<file path="src/rtl/hash_table_pkg.sv">
// Shared constants for hash_table and its front-end arbiter: table state and
// op encodings, the null chain pointer, and the arbiter FSM state type.
package hash_table_pkg;

    localparam logic [1:0] HT_IDLE      = 2'd0;
    localparam logic [1:0] HT_SEARCHING = 2'd1;
    localparam logic [1:0] HT_INSERTING = 2'd2;
    localparam logic [1:0] HT_DONE      = 2'd3;

    localparam logic [1:0] OP_NOOP   = 2'd0;
    localparam logic [1:0] OP_INSERT = 2'd1;
    localparam logic [1:0] OP_LOOKUP = 2'd2;
    localparam logic [1:0] OP_ERASE  = 2'd3;

    localparam logic [15:0] NULL_PTR = 16'hFFFF;

    typedef enum logic [1:0] {
        ARB   = 2'd0,
        ISSUE = 2'd1,
        WAIT  = 2'd2,
        RESP  = 2'd3
    } arb_state_t;

endpackage

</file>
<file path="src/rtl/hash_table_arbiter_rr_arbiter.sv">
// Combinational round-robin select: first valid requester at or after rr_ptr,
// wrapping modulo NUM_REQ, as both a one-hot grant and an index.
module rr_arbiter #(
    parameter int NUM_REQ   = 4,
    parameter int IDX_WIDTH = $clog2(NUM_REQ)
) (
    input  logic [NUM_REQ-1:0]   req_valid,
    input  logic [IDX_WIDTH-1:0] rr_ptr,
    output logic [NUM_REQ-1:0]   grant,
    output logic [IDX_WIDTH-1:0] grant_idx,
    output logic                 grant_any
);

    localparam int SW = IDX_WIDTH + 1;

    logic [SW-1:0]        sum;
    logic [IDX_WIDTH-1:0] cand;

    always_comb begin
        // NOTE: every output gets a default first so no path leaves one unassigned (no latch).
        grant     = '0;
        grant_idx = '0;
        grant_any = 1'b0;
        sum       = '0;
        cand      = '0;
        for (int off = 0; off < NUM_REQ; off++) begin
            sum = {1'b0, rr_ptr} + SW'(off);
            if (sum >= SW'(NUM_REQ)) begin
                sum = sum - SW'(NUM_REQ);
            end
            cand = sum[IDX_WIDTH-1:0];
            if (!grant_any && req_valid[cand]) begin
                grant_any   = 1'b1;
                grant[cand] = 1'b1;
                grant_idx   = cand;
            end
        end
    end

endmodule

</file>
<file path="src/rtl/hash_table_arbiter.sv">
// Round-robin front end sharing one hash_table among NUM_REQ requesters.
// Optional transaction/hit counters are enabled by defining HT_ARB_STATS_EN.
module hash_table_arbiter
    import hash_table_pkg::*;
#(
    parameter int NUM_REQ       = 4,
    parameter int KEY_WIDTH     = 32,
    parameter int VALUE_WIDTH   = 64,
    parameter int REQ_IDX_WIDTH = $clog2(NUM_REQ)
) (
    input  logic                           clk,
    input  logic                           rst,
    input  logic [NUM_REQ-1:0]             req_valid,
    output logic [NUM_REQ-1:0]             req_ready,
    input  logic [2*NUM_REQ-1:0]           req_op,
    input  logic [KEY_WIDTH*NUM_REQ-1:0]   req_key,
    input  logic [VALUE_WIDTH*NUM_REQ-1:0] req_value,
    output logic [NUM_REQ-1:0]             rsp_valid,
    output logic                           rsp_success,
    output logic [VALUE_WIDTH-1:0]         rsp_value,
    output logic [1:0]                     ht_op,
    output logic [KEY_WIDTH-1:0]           ht_key,
    output logic [VALUE_WIDTH-1:0]         ht_value_in,
    input  logic [VALUE_WIDTH-1:0]         ht_value_out,
    input  logic                           ht_success,
    input  logic [1:0]                     ht_state
`ifdef HT_ARB_STATS_EN
    ,
    input  logic                           stat_clr,
    output logic [31:0]                    stat_ops,
    output logic [31:0]                    stat_hits
`endif
);

    arb_state_t state, state_nxt;

    logic [REQ_IDX_WIDTH-1:0] rr_ptr;
    logic [REQ_IDX_WIDTH-1:0] win_idx;
    logic [NUM_REQ-1:0]       win_grant;
    logic                     win_any;
    logic [1:0]               win_op;
    logic [KEY_WIDTH-1:0]     win_key;
    logic [VALUE_WIDTH-1:0]   win_value;

    logic [NUM_REQ-1:0]       lat_grant;
    logic [1:0]               lat_op;
    logic [KEY_WIDTH-1:0]     lat_key;
    logic [VALUE_WIDTH-1:0]   lat_value;
    logic                     cap_success;
    logic [VALUE_WIDTH-1:0]   cap_value;

    rr_arbiter #(
        .NUM_REQ   (NUM_REQ),
        .IDX_WIDTH (REQ_IDX_WIDTH)
    ) u_rr (
        .req_valid (req_valid),
        .rr_ptr    (rr_ptr),
        .grant     (win_grant),
        .grant_idx (win_idx),
        .grant_any (win_any)
    );

    always_comb begin
        win_op    = OP_NOOP;
        win_key   = '0;
        win_value = '0;
        for (int i = 0; i < NUM_REQ; i++) begin
            if (win_grant[i]) begin
                win_op    = req_op[2*i +: 2];
                win_key   = req_key[KEY_WIDTH*i +: KEY_WIDTH];
                win_value = req_value[VALUE_WIDTH*i +: VALUE_WIDTH];
            end
        end
    end

    always_comb begin
        state_nxt = state;
        case (state)
            ARB:     if (win_any) state_nxt = (win_op == OP_NOOP) ? RESP : ISSUE;
            ISSUE:   if (ht_state == HT_IDLE) state_nxt = WAIT;
            WAIT:    if (ht_state == HT_DONE) state_nxt = RESP;
            RESP:    state_nxt = ARB;
            default: state_nxt = ARB;
        endcase
    end

    // The table only sees a real op while it is being issued or worked on.
    assign req_ready   = (state == ARB && !rst) ? win_grant : '0;
    assign ht_op       = (state == ISSUE || state == WAIT) ? lat_op : OP_NOOP;
    assign ht_key      = lat_key;
    assign ht_value_in = lat_value;
    assign rsp_valid   = (state == RESP) ? lat_grant : '0;
    assign rsp_success = (state == RESP) ? cap_success : 1'b0;
    assign rsp_value   = (state == RESP) ? cap_value : '0;

    always_ff @(posedge clk) begin
        // NOTE: non-blocking throughout so every register samples pre-edge values.
        if (rst) begin
            state       <= ARB;
            rr_ptr      <= '0;
            lat_grant   <= '0;
            lat_op      <= OP_NOOP;
            lat_key     <= '0;
            lat_value   <= '0;
            cap_success <= 1'b0;
            cap_value   <= '0;
        end else begin
            state <= state_nxt;
            if (state == ARB && win_any) begin
                lat_grant   <= win_grant;
                lat_op      <= win_op;
                lat_key     <= win_key;
                lat_value   <= win_value;
                cap_success <= 1'b0;
                cap_value   <= '0;
                rr_ptr      <= (win_idx == REQ_IDX_WIDTH'(NUM_REQ - 1)) ?
                               '0 : win_idx + REQ_IDX_WIDTH'(1);
            end
            if (state == WAIT && ht_state == HT_DONE) begin
                cap_success <= ht_success;
                cap_value   <= ht_value_out;
            end
        end
    end

`ifdef HT_ARB_STATS_EN
    always_ff @(posedge clk) begin
        if (rst || stat_clr) begin
            stat_ops  <= '0;
            stat_hits <= '0;
        end else if (state == RESP && lat_op != OP_NOOP) begin
            if (stat_ops != '1) stat_ops <= stat_ops + 32'd1;
            if (cap_success && stat_hits != '1) stat_hits <= stat_hits + 32'd1;
        end
    end
`endif

endmodule

</file>
<file path="config.mk">
export PLATFORM = sky130hd
export DESIGN_NAME = hash_table_arbiter
export DESIGN_NICKNAME = d
export VERILOG_FILES = /design/src/rtl/hash_table_pkg.sv /design/src/rtl/hash_table_arbiter_rr_arbiter.sv /design/src/rtl/hash_table_arbiter.sv
export SDC_FILE = /design/constraint.sdc
export NUM_CORES = 1
export LEC_CHECK = 0
export ABC_AREA = 0
export BUFFER_PORTS_ARGS = -buffer_cell sky130_fd_sc_hd__buf_2
export CAP_MARGIN = 20
export CORE_AREA = 2 2 249 251
export CTS_CLUSTER_DIAMETER = 30
export DETAILED_ROUTE_END_ITERATION = 7
export DIE_AREA = 0 0 251 253
export PLACE_DENSITY = 0.36
export SLEW_MARGIN = 20
export SYNTH_ARGS = -nofsm -noshare
export SYNTH_HDL_FRONTEND = slang
export SYNTH_SLANG_ARGS = --single-unit
</file>
<file path="constraint.sdc">
create_clock -name clk -period 10 [get_ports clk]
set_input_delay 2 -clock clk [delete_from_list [all_inputs] [get_ports clk]]
set_output_delay 2 -clock clk [all_outputs]
set_load 0.01 [all_outputs]
</file>
## Yosys cells after proc, flatten, opt, wreduce, memory -nomap -nowiden

Index checks and enable logic that the tools add are counted.
W data, S select, Z words.

- Register bits: 171
- Input port bits: 465
- Output and inout bits: 171
- Logic and storage cells: 118

- Add/subtract/negate cells: 8
- Magnitude comparators: 12
- Equal/unequal tests: 8
- Muxes and demuxes: 59
- Bitwise operators: 3
- Reduce and logical (&&, ||, !) cells: 20

Operator list:

| operator | count |
|---|---|
| $mux W64 | 7 |
| $mux W32 | 4 |
| $mux W2 | 18 |
| $mux W4 | 6 |
| $mux W1 | 15 |
| $lt A2 B3 Y1 const B | 4 |
| $or A4 B4 Y4 | 3 |
| $logic_and A1 B1 Y1 | 10 |
| $ge A3 B3 Y1 const B | 3 |
| $bmux W1 S2 | 4 |
| $demux W1 S2 | 4 |
| $eq A2 B2 Y1 const B | 4 |
| $ge A2 B1 Y1 const B | 4 |
| $pmux W2 S4 | 1 |
| $sub A2 B1 Y2 const B | 4 |
| $add A2 B2 Y3 const B | 2 |
| $logic_not A2 Y1 | 3 |
| $ne A2 B2 Y1 const B | 3 |
| $logic_not A1 Y1 | 4 |
| $add A2 B1 Y3 const B | 1 |
| $ge A2 B3 Y1 const B | 1 |
| $reduce_and A3 Y1 | 1 |
| $add A2 B1 Y2 const B | 1 |
| $eq A2 B1 Y1 const B | 1 |
| other kinds (2) | 2 |

## Depth between registers and ports, before layout

- Depth in word-level cells: 22
- Mapped depth: 15
- Mapped depth without buffers: 10

## Cells and area by module

Synthesis repeated with hierarchy kept, for this count alone.

- Cell total of the unflattened synthesis: 1262
- Area total of the unflattened synthesis: 10288.6 sq um

Modules (own cells, without submodules):

| module | times used | cells each | area an instance (sq um) | seq. area each (sq um) |
|---|---|---|---|---|
| hash_table_arbiter | 1 | 1217 | 9869.5 | 3423.3 |
| rr_arbiter | 1 | 45 | 419.2 | 0.0 |

## Worst setup path before layout

OpenSTA, ideal clock, no wires.

- Path type: input to output
- Start point: in req_valid[0]
- End point: out req_ready[3]
- Data arrival time: 4.162 ns
- Required time: 8.000 ns
- Slack: 3.838 ns
- Stages on the path: 9
- Path buffers: 4
- Cells stage by stage: clkbuf_1 or3b_1 a2111o_1 nand2_1 a2111o_1 buf_2 buf_4 clkbuf_1 nor2b_1

- Longest elaborated chain between the ends: 13
- Elaborated cells on any way between the ends: 25
- Those cells by class: mux (16); bitwise (3); reduce/logical (6)

Ends and longest elaborated chain:

| element | RTL line | source |
|---|---|---|
| start, declared | hash_table_arbiter.sv:13 | `input logic [NUM_REQ-1:0] req_valid,` |
| $bmux W1 S2 | hash_table_arbiter_rr_arbiter.sv:32 | `if (!grant_any && req_valid[cand]) begin` |
| $mux W1 (implied by the code) | hash_table_arbiter_rr_arbiter.sv:32 |  |
| $mux W1 | hash_table_arbiter_rr_arbiter.sv:32 |  |
| $logic_not A1 Y1 | hash_table_arbiter_rr_arbiter.sv:32 |  |
| $logic_and A1 B1 Y1 | hash_table_arbiter_rr_arbiter.sv:32 |  |
| $mux W1 | hash_table_arbiter_rr_arbiter.sv:32 |  |
| $logic_not A1 Y1 | hash_table_arbiter_rr_arbiter.sv:32 |  |
| $logic_and A1 B1 Y1 | hash_table_arbiter_rr_arbiter.sv:32 |  |
| $mux W1 | hash_table_arbiter_rr_arbiter.sv:32 |  |
| $logic_not A1 Y1 | hash_table_arbiter_rr_arbiter.sv:32 |  |
| $logic_and A1 B1 Y1 | hash_table_arbiter_rr_arbiter.sv:32 |  |
| $mux W4 (*) | hash_table_arbiter_rr_arbiter.sv:32 |  |
| $mux W4 (*) | hash_table_arbiter.sv:88 | `assign req_ready = (state == ARB && !rst) ? win_grant : '0;` |
| end, declared | hash_table_arbiter.sv:14 | `output logic [NUM_REQ-1:0] req_ready,` |

Every way passes the cells marked *; elsewhere a longest branch is shown, timed or not. The select of a mux whose other input is x is not followed.

## Final worst setup path

- Start point: in req_valid[2]
- End point: out req_ready[1]

The elaborated chain is that of the path after synthesis.

==> impl_metrics.toml <==
[placement]
dp.final_hpwl_um = 37000
dp_worst_setup_slack_ps = 3690
dpl-instance-area_um2 = 13300
number_of_i_o_port_buffers = 635
gpl.final_weighted_congestion = 0.837

[timing]
timing.slew.headroom_pct = 29.8
final_critical_path_setup_slack_ps = 3720
rsz0062_at_grt = "no"
clock_skew_ps = 11.5
finalSetupViolCount = 0
worst-slew-pin-transition_ps = 1040
timing.final.hold_violations = 0
fin_hold_ws_ps = 463
slew_violations = 0
min_period_over_period_pct = 62.8
minimum_clock_period_after_layout_ps = 6280
setup_tns_ps = 0
achievable-frequency_ghz = 0.159

[synthesis]
area_of_the_mapped_netlist_um2 = 9570
number_of_synthesized_flops_with_an_enable_pin = 0
yosys.area_share.simple_pct = 31.8
synthArstFlopShare_pct = 0
synth_top_area_cell = "sky130_fd_sc_hd__dfxtp_1"
synth_compound_gate_area_share_pct = 22.8
main_combinational_cell_family_by_area_after_synthesis = "simple AND/OR/NAND/NOR gates"
synth_xor_area_share_pct = 0.183
synthesis.area_per_instance_um2 = 7.46
dominantRegCellSynth = "sky130_fd_sc_hd__dfxtp_1"
synthesis.instances = 1283
synth_largest_type_area_fraction_pct = 35.8
yosysWarnings = 0
cell_types_with_the_largest_area_share_after_synthesis = "sky130_fd_sc_hd__dfxtp_1 36%, sky130_fd_sc_hd__nor3_1 10%, sky130_fd_sc_hd__a221oi_1 9.1%"
synth.distinct_cells = 45
yosys-mux-area-fraction_pct = 1.37
syn-num-nets = 1760
yosys.area_share.adder_pct = 1.57
ys_seq_area_share_pct = 35.8
synth-seq-cells = 171

[clock_tree]
tritoncts_clock_tree = "built"
postCtsSetupBuffers = 0
postCtsHoldBufs = 0
ctsRootBufferMaster = "sky130_fd_sc_hd__clkbuf_16"
clock_sinks = 171
path_clk_slew_ps = 70
number_of_instances_resized_during_post_cts_repair = 0
cts-buffers-inserted = 17
cts-root-to-sink-buffers = 2
count_of_h_tree_levels_built_during_cts = 4
clk_latency_ps = 490

[global_routing]
maximum_number_of_pins_on_one_net_before_global_route_repair = 188
global_route.usage.met2_pct = 25.2
grt-busiest-layer = "met2"
antenna_found_initial = 16
first_global_vias = 11600
grt.met3_usage_pct = 5.52
grt_usage_pct = 15.2
grt_overflow = 0
grtUsageMet1_pct = 17.8
grt_pass1_wl_um = 73300

[floorplanning]
die_width_um = 251
floorplan.rows = 91
floorplan.initialDensity_pct = 15.7
core_area_um2 = 61000
die_y_um = 253
die-area_um2 = 63500
io_pins = 636

[critical_path]
endpoint_kind = "output pin"
type_of_element_launching_the_critical_path = "input pin"
crit_path_max_fanout = 38
timing.critical_path.required_ps = 8000
worst_setup_path_startpoint = "req_valid[2]"
critical_path_class = "in -> out"
crit_arrival_ps = 4280
timing.rr.end = "state[1]"
r2r.worst_path.cells = 11
timing.reg2reg.setup_slack_ps = 4770

[pwr]
flop_pwr_share_pct = 22.6
relative_contribution_of_combinational_cells_to_total_power_pct = 61.0
power.internal_mw = 2.13
sw_frac_of_total_pct = 49.8
p_sw_mw = 2.11
irDropWorstVdd_mv = 0.153
clock_power_share_pct = 16.5
power_density_nw_per_um2 = 305
cellLeakagePower_nw = 6.07

[worst_hold_path]
timing.hold.worst.start = "cap_value[59]"
whs_endpoint = "cap_value[59]"
min_path_type = "reg -> reg"
hold_depth = 2

[finish]
layout.cell_area.non_filler_um2 = 13900
final_cell_mix = "634 x sky130_fd_sc_hd__buf_2, 209 x sky130_fd_sc_hd__nor2_1, 198 x sky130_fd_sc_hd__nor3_1, 171 x sky130_fd_sc_hd__dfxtp_1, 100 x sky130_fd_sc_hd__a211oi_1"
areaGrowthSynthToFinish_pct = 45.4
final_net_count = 2290
post_route_cells_drive_above_1_share_pct = 38.7
most_common_library_cell_in_the_layout_ignoring_fill_and_taps = "sky130_fd_sc_hd__buf_2"

[drt]
drt_iter0_drc = 501
total_wire_length_um = 49900
via_cell_ratio = 4.50
drc_errors = 0
detailroute.via_count = 11800
detail-route-antenna-nets = 0
wl_per_cell_um = 19.0
firstDrtPassIters = 4

[outcome]
status = "finished clean"

[run]
number_of_max_cap_violations = 0
==> metal layers <==
layer  wire (um)  vias to the layer above
met5         118                        -
met3        4160                       73
met2       23600                      470
met4        1270                       16
met1       20700                     5502
li1            -                     5734
==> synth_stat cells (2+ instances only) <==
library cell               number
sky130_fd_sc_hd__buf_1          4
sky130_fd_sc_hd__nor3b_1        5
sky130_fd_sc_hd__a21o_1         2
sky130_fd_sc_hd__nand3_1       66
sky130_fd_sc_hd__nand2b_1       4
sky130_fd_sc_hd__mux4_2         3
sky130_fd_sc_hd__buf_4          8
sky130_fd_sc_hd__dfxtp_1      171
sky130_fd_sc_hd__nor2b_1        5
sky130_fd_sc_hd__a21oi_1       72
sky130_fd_sc_hd__or3b_2         4
sky130_fd_sc_hd__a211oi_1     100
sky130_fd_sc_hd__nand2_1       78
sky130_fd_sc_hd__a311oi_1       2
sky130_fd_sc_hd__and2_1        75
sky130_fd_sc_hd__a2111o_1       3
sky130_fd_sc_hd__nor2_1       209
sky130_fd_sc_hd__ha_1          12
sky130_fd_sc_hd__inv_1          6
sky130_fd_sc_hd__clkbuf_1     101
sky130_fd_sc_hd__nor3_1       198
sky130_fd_sc_hd__buf_2         27
sky130_fd_sc_hd__a221oi_1      99
sky130_fd_sc_hd__a21oi_2        2
sky130_fd_sc_hd__o21ai_0        3
sky130_fd_sc_hd__mux2i_1        3
sky130_fd_sc_hd__mux2_2         3
==> worst max path at each step <==
| stage | cells past startpoint | endpoint | slack, ps |
|---|---|---|---|
| finish | 7 | req_ready[1] | 3720 |
| global route | 8 | req_ready[1] | 3550 |
| CTS | 7 | req_ready[1] | 3680 |
| detailed placement | 7 | req_ready[1] | 3690 |
| global placement | 7 | req_ready[1] | 3700 |
| floorplan | 9 | req_ready[3] | 3840 |
==> state kept, by name, indices dropped and copies added, names as in the netlist, named ones only <==
name,count
lat_grant,4
lat_op,2
cap_value,64
cap_success,1
state,2
rr_ptr,1
ht_key,32
ht_value_in,64
==> final cells by class <==
type | instances | area [um^2]
multi-input cells | 965 | 5560
well taps | 790 | 988
clock inverters | 15 | 155
diodes | 7 | 17.5
clock buffers | 17 | 425
inverters | 6 | 22.5
fillers | 6983 | 47100
flip-flops and latches | 171 | 3420
repair buffers | 652 | 3320
==> power by group through the flow <==
stage	sequential (mW)	clock [mW]	combinational (mW)
CTS	0.959	0.733	2.65
global placement	0.967	0	2.64
detailed placement	0.971	0	2.65
floorplan	1.02	0	1.73
finish	0.958	0.697	2.58
global route	0.983	0.757	2.89
==> per-stage QoR <==
step / utilization [%] / power (mW) / std cells
2_1_floorplan: - / 2.74 / 1283
5_1_grt: 22.8 / 4.63 / 2621
3_3_place_gp: 21.8 / 3.61 / 2584
3_5_place_dp: 21.8 / 3.62 / 2584
6_report: 22.8 / 4.24 / 2623
4_1_cts: 22.8 / 4.35 / 2616
==> cells by family (layout without fill, tap and decap cells) <==
family	after synthesis	after routing
flops	171	171
mux	9	9
simple gates	650	650
fa+ha+maj	12	12
xor+xnor	2	2
buf+inv	147	690
compound gates	292	292
other cells	0	7
==> critical path: stages <==
cell and delay [ps]:
sky130_fd_sc_hd__buf_2 160, sky130_fd_sc_hd__mux4_2 620, sky130_fd_sc_hd__nor2b_1 190, sky130_fd_sc_hd__o31ai_1 480
sky130_fd_sc_hd__a21o_4 450, sky130_fd_sc_hd__nor2b_1 200, sky130_fd_sc_hd__buf_2 150
Power figures use the tool's default switching activity.
